===== src/rtl/qspi_pad_ctrl.sv =====
`default_nettype none
// ============================================================================
// Module   : qspi_pad_ctrl
// Purpose  : QSPI pad controller between the core QSPI master and the chip
//            tri-state pad buffers. Registered pad outputs, chip-select
//            collision detection, a bus-turnaround guard before SIO is
//            re-driven, and a configurable SIO input sample delay.
// Options  : QSPI_PAD_LOOPBACK_EN adds a LOOPBACK input that feeds the input
//            sample chain from PAD_SIO_O and releases all SIO drivers.
// Revision : 1.0 - initial release
// ============================================================================
module qspi_pad_ctrl #(
  parameter int NUM_CS      = 2,
  parameter int SIO_WIDTH   = 4,
  parameter int TURN_CYCLES = 2,
  parameter int SAMPLE_DLY  = 1
) (
  input  logic                 CLK,
  input  logic                 RES,
  input  logic                 ENABLE,
`ifdef QSPI_PAD_LOOPBACK_EN
  input  logic                 LOOPBACK,
`endif
  input  logic [NUM_CS-1:0]    CORE_CS_N,
  input  logic                 CORE_SCK,
  input  logic [SIO_WIDTH-1:0] CORE_SIO_O,
  input  logic [SIO_WIDTH-1:0] CORE_SIO_E,
  output logic [SIO_WIDTH-1:0] CORE_SIO_I,
  output logic [NUM_CS-1:0]    PAD_CS_N_O,
  output logic                 PAD_CS_N_E,
  output logic                 PAD_SCK_O,
  output logic                 PAD_SCK_E,
  output logic [SIO_WIDTH-1:0] PAD_SIO_O,
  output logic [SIO_WIDTH-1:0] PAD_SIO_E,
  input  logic [SIO_WIDTH-1:0] PAD_SIO_I,
  output logic                 TURN_ACTIVE,
  output logic                 CS_ERR
);

  // Counter reload: the guard spends TURN_CYCLES cycles in TURN.
  localparam logic [3:0] c_turn_load = (TURN_CYCLES > 0) ? 4'(TURN_CYCLES - 1) : 4'd0;

  typedef enum logic [1:0] {
    ST_HIZ   = 2'd0,
    ST_TURN  = 2'd1,
    ST_DRIVE = 2'd2
  } state_t;

  state_t                 state_q, state_d;
  logic [3:0]             cnt_q, cnt_d;
  logic [NUM_CS-1:0]      pad_cs_n_q;
  logic                   pad_cs_n_e_q;
  logic                   pad_sck_q;
  logic                   pad_sck_e_q;
  logic [SIO_WIDTH-1:0]   pad_sio_o_q;
  logic [SIO_WIDTH-1:0]   pad_sio_e_q, pad_sio_e_d;
  logic                   cs_err_q;

  logic                   w_any_e;
  logic                   w_loopback;
  logic [NUM_CS-1:0]      w_cs_low;
  logic                   w_cs_multi;
  logic [SIO_WIDTH-1:0]   w_sio_src;

`ifdef QSPI_PAD_LOOPBACK_EN
  assign w_loopback = LOOPBACK;
`else
  assign w_loopback = 1'b0;
`endif

  assign w_any_e    = |CORE_SIO_E;
  // x & (x-1) clears the lowest set bit: non-zero means two or more selects low.
  assign w_cs_low   = ~CORE_CS_N;
  assign w_cs_multi = |(w_cs_low & (w_cs_low - NUM_CS'(1)));

  // SIO direction next-state, guard counter and next drive enables.
  always_comb begin
    state_d     = state_q;
    cnt_d       = cnt_q;
    pad_sio_e_d = '0;
    if (!ENABLE) begin
      state_d = ST_HIZ;
    end else begin
      case (state_q)
        ST_HIZ: begin
          if (w_any_e) begin
            if (TURN_CYCLES > 0) begin
              state_d = ST_TURN;
              cnt_d   = c_turn_load;
            end else begin
              state_d = ST_DRIVE;
            end
          end
        end
        ST_TURN: begin
          if (!w_any_e) begin
            state_d = ST_HIZ;
          end else if (cnt_q == 4'd0) begin
            state_d = ST_DRIVE;
          end else begin
            cnt_d = cnt_q - 4'd1;
          end
        end
        ST_DRIVE: begin
          if (!w_any_e) begin
            state_d = ST_HIZ;
          end
        end
        default: state_d = ST_HIZ;
      endcase
    end
    // Drive enables follow the state being entered, so release is immediate.
    if (state_d == ST_DRIVE && !w_loopback) begin
      pad_sio_e_d = CORE_SIO_E;
    end
  end

  // FSM state, guard counter and all registered pad outputs.
  always_ff @(posedge CLK) begin
    if (RES) begin
      state_q      <= ST_HIZ;
      cnt_q        <= 4'd0;
      pad_cs_n_q   <= '1;
      pad_cs_n_e_q <= 1'b0;
      pad_sck_q    <= 1'b0;
      pad_sck_e_q  <= 1'b0;
      pad_sio_o_q  <= '0;
      pad_sio_e_q  <= '0;
      cs_err_q     <= 1'b0;
    end else begin
      state_q      <= state_d;
      cnt_q        <= cnt_d;
      pad_cs_n_q   <= w_cs_multi ? '1 : CORE_CS_N;
      pad_cs_n_e_q <= ENABLE;
      pad_sck_q    <= CORE_SCK;
      pad_sck_e_q  <= ENABLE;
      pad_sio_o_q  <= CORE_SIO_O;
      pad_sio_e_q  <= pad_sio_e_d;
      cs_err_q     <= cs_err_q | w_cs_multi;
    end
  end

  assign w_sio_src = w_loopback ? pad_sio_o_q : PAD_SIO_I;

  generate
    if (SAMPLE_DLY == 0) begin : g_dly_none
      assign CORE_SIO_I = w_sio_src;
    end else begin : g_dly_chain
      logic [SIO_WIDTH-1:0] dly_q [SAMPLE_DLY];
      // Input sample shift chain, independent of the direction FSM.
      always_ff @(posedge CLK) begin
        if (RES) begin
          for (int i = 0; i < SAMPLE_DLY; i++) dly_q[i] <= '0;
        end else begin
          dly_q[0] <= w_sio_src;
          for (int i = SAMPLE_DLY - 1; i > 0; i--) dly_q[i] <= dly_q[i-1];
        end
      end
      assign CORE_SIO_I = dly_q[SAMPLE_DLY-1];
    end
  endgenerate

  assign PAD_CS_N_O  = pad_cs_n_q;
  assign PAD_CS_N_E  = pad_cs_n_e_q;
  assign PAD_SCK_O   = pad_sck_q;
  assign PAD_SCK_E   = pad_sck_e_q;
  assign PAD_SIO_O   = pad_sio_o_q;
  assign PAD_SIO_E   = pad_sio_e_q;
  assign TURN_ACTIVE = (state_q == ST_TURN);
  assign CS_ERR      = cs_err_q;

endmodule
`default_nettype wire


===== config.mk =====
export PLATFORM = sky130hd
export DESIGN_NAME = qspi_pad_ctrl
export DESIGN_NICKNAME = d
export VERILOG_FILES = /design/src/rtl/qspi_pad_ctrl.sv
export SDC_FILE = /design/constraint.sdc
export NUM_CORES = 1
export LEC_CHECK = 0
export BUFFER_PORTS_ARGS = -buffer_cell sky130_fd_sc_hd__buf_4
export CAP_MARGIN = 20
export CORE_MARGIN = 2
export CORE_UTILIZATION = 45
export CTS_CLUSTER_SIZE = 24
export DETAILED_ROUTE_END_ITERATION = 10
export MAX_ROUTING_LAYER = met4
export PLACE_DENSITY_LB_ADDON = 0.1
export SYNTH_ARGS = -nofsm -noshare
export SYNTH_HDL_FRONTEND = slang
export SYNTH_SLANG_ARGS = --single-unit

===== constraint.sdc =====
create_clock -name CLK -period 1.5 [get_ports CLK]
set_input_delay 0.225 -clock CLK [delete_from_list [all_inputs] [get_ports CLK]]
set_output_delay 0.225 -clock CLK [all_outputs]
set_load 0.005 [all_outputs]

==> results.sh <==
export IMPL_critPathLaunchType="flop"
export IMPL_clockRootBuffer="clkbuf_4"
export IMPL_critPathTopFamily="simple AND/OR/NAND/NOR gates"
export IMPL_synth_area_leaders="dfxtp_1 54%, nor2b_1 8.8%, and2_1 2.9%"
export IMPL_status="complete, no violations"
export IMPL_ir_worst_vdd_uv=579
export IMPL_crit_arrival_ns=1.65
export IMPL_dpl_cell_count=137
export IMPL_cp_data_required_time_ns=1.72
export IMPL_routedWlPerCell_um=12.1
export IMPL_fin_ws_ns=0.0682
export IMPL_grt_usage_pct=16.7
export IMPL_fp_dieH_um=47.5
export IMPL_min_period_ns=1.43
export IMPL_final_core_util_pct=67.6
export IMPL_post_cts_setup_buffers=0
export IMPL_slew_violations=0
export IMPL_critical_path_slowest_cell="dfxtp_2"
export IMPL_crit_path_end_kind="flop"
export IMPL_antenna_found_initial=0
export IMPL_place_hpwl_um=1220
export IMPL_cts_inserted_buffers=3
export IMPL_core_um2=1750
export IMPL_drcViolationCount=0
export IMPL_synth_async_reset_ratio_pct=0
export IMPL_drive_above_1_share_pct=40.5
export IMPL_first_global_vias=611
export IMPL_drtIter0Drc=2
export IMPL_drv_cap=0
export IMPL_syn_inst=79
export IMPL_fin_skew_ns=0.00511
export IMPL_worstMarginPinSlew_ns=0.618
export IMPL_hold_violations=0
export IMPL_postRouteAntennaNets=0
export IMPL_synth_most_common_cell="dfxtp_1"
export IMPL_final_cell_count_no_fill=141
export IMPL_synth_edff_count=0
export IMPL_post_route_period_util_pct=95.5
export IMPL_place_worst_setup_slack_ns=0.00936
export IMPL_grt_max_degree=20
export IMPL_place_area_um2=1140
export IMPL_cts_tree="done"
export IMPL_ys_flop_type="dfxtp_1"
export IMPL_grt_pass1_wl_um=2500
export IMPL_diodes=0
export IMPL_netlist_top_cells_count="23 x dfxtp_1, 12 x nor2b_1, 6 x nor2_1"
export IMPL_syn_avg_cell_area_um2=10.8
export IMPL_max_slew_margin_pct=58.3
export IMPL_synth_cell_types=28
export IMPL_synth_nets=99
export IMPL_first_pass_iters=4
export IMPL_crit_path_max_fanout=5
export IMPL_io_buffers=36
export IMPL_synth_area_um2=851
export IMPL_nFillCells=156
export IMPL_initial_core_util_pct=48.7
export IMPL_critPathBufInv=1
export IMPL_hold_end="PAD_CS_N_O[0]"
export IMPL_globalRouteOverflowTotal=0
export IMPL_viasPerCell=5.02
export IMPL_holdCritPathClass="in -> reg"
export IMPL_yosys_area_top_type="dfxtp_1"
export IMPL_tns_ns=0
export IMPL_finish_instance_area_um2=1180
export IMPL_cts_buffer_depth=2
export IMPL_nets=137
export IMPL_slowest_delay_ns=0.37
export IMPL_setup_viol=0
export IMPL_r2r_cells=5
export IMPL_reg2reg_from="cnt_q[0]"
export IMPL_p_leak_nw=0.533
export IMPL_fmax_mhz=698
export IMPL_worstSetupPathType="reg -> reg"
export IMPL_ys_warnings_count=0
export IMPL_rrSetupSlack_ns=0.07
export IMPL_path_clk_slew_ns=0.12
export IMPL_synth_top_area_share_pct=54.1
export IMPL_h_tree_depth=1
export IMPL_hold_start="CORE_CS_N[1]"
export IMPL_vias=708
export IMPL_rsz0062_at_grt="false"
export IMPL_pwr_density_cell_nw_per_um2=941
export IMPL_path_cells="inv_1 -> ha_1 -> and4bb_4 -> o2111a_4 -> and2_1"
export IMPL_hold_depth=2
export IMPL_hold_buffers=0
export IMPL_clock_latency_ns=0.31
export IMPL_dieArea_um2=2250
export IMPL_gp_congestion=0.795
export IMPL_yosys_register_bits=23
export IMPL_finalWirelength_um=1700
export IMPL_dieWidth_um=47.5
export IMPL_ys_seq_area_share_pct=54.1
export IMPL_r2r_end="PAD_SIO_E[2]"
export IMPL_area_growth_syn_to_layout_pct=38.7
export IMPL_cts_sinks=23
export IMPL_io_pins=37
export IMPL_rows=15
[cell usage in the layout, fill, tap and decap left out]
master     count
nand4bb_1      1
o2111a_4       1
dfxtp_2        1
and4bb_4       1
o31ai_1        1
a211oi_1       1
a31oi_1        1
nor4_4         1
o41ai_2        1
nor2_1         6
and2_1         4
or4_4          1
or3b_2         1
o2bb2ai_1      1
a21oi_1        1
inv_1          5
buf_4         36
clkbuf_4       3
a2111oi_2      1
ha_1           2
nand4_1        1
nand2b_1       1
a32o_1         1
nand2_1        3
dfxtp_1       22
nor3_1         3
clkbuf_1       1
nor2b_1       12
o41a_1         1
o2111ai_1      1
[sequential cells by signal (all words and copies together), names as in the netlist]
signal / flops
CS_ERR: 1
PAD_SIO_O: 4
g_dly_chain.dly_q: 4
PAD_SCK_E: 1
state_q: 2
PAD_SCK_O: 1
PAD_CS_N_O: 2
cnt_q: 4
PAD_SIO_E: 4
[metrics by stage]
| step | power, mW | hold WS (ns) |
|---|---|---|
| final | 1.11 | 0.0761 |
| after global placement | 0.827 | 0.407 |
| after global routing | 1.16 | 0.0576 |
| after detailed placement | 0.832 | 0.409 |
| after floorplan | 0.742 | 0.287 |
| after CTS | 1.11 | 0.0735 |
[what timing repair did]
item                                    4_1_cts  5_1_grt
endpoints found under the setup margin        1        7
gates cloned                                  0        0
gates resized for setup                       1        3
[layout make-up]
class / instances / area [um^2] / area share (%)
Timing Repair Buffer: 36 / 270 / 22.9
Inverter: 5 / 18.8 / 1.59
Sequential cell: 23 / 462 / 39.1
Clock buffer: 4 / 26.3 / 2.23
Tap cell: 25 / 31.3 / 2.65
Multi-Input combinational cell: 48 / 372 / 31.5
[kinds of logic (layout without fill, tap and decap cells)]
kind of cell             Yosys count  count (layout)  share of synthesized area (%)
AO/OA/AOI/OAI                     11              11                           12.9
AND/OR/NAND/NOR                   35              35                           26.0
buffers and inverters              8              45                           3.97
adder cells (fa/ha/maj)            2               2                           2.94
flip-flops                        23              23                           54.1
[worst max path at each step]
stage	start	to	slack, ns	cells past startpoint
floorplan	cnt_q[0]	cnt_q[2]	0.13	5
global placement	cnt_q[0]	cnt_q[2]	0.08	5
detailed placement	cnt_q[0]	cnt_q[2]	0.009	5
CTS	cnt_q[0]	cnt_q[2]	0.005	5
global route	cnt_q[0]	PAD_SIO_E[2]	0.02	5
finish	cnt_q[0]	PAD_SIO_E[2]	0.07	5
[power by group]
| part | leakage (nW) | total [mW] | internal [mW] | switching, mW |
|---|---|---|---|---|
| clock network | 0.0150 | 0.283 | 0.104 | 0.179 |
| logic | 0.329 | 0.169 | 0.0977 | 0.0715 |
| registers | 0.190 | 0.658 | 0.640 | 0.0179 |
[routing by layer]
metal | GRT usage [%] | share of wire, % | vias up
li1 | - | - | 345
met1 | 19.1 | 42 | 333
met2 | 27.6 | 49 | 26
met3 | 3.40 | 6.5 | 4
met4 | 8.33 | 2.0 | 0
met5 | - | 0 | -
Power figures use the tool's default switching activity.
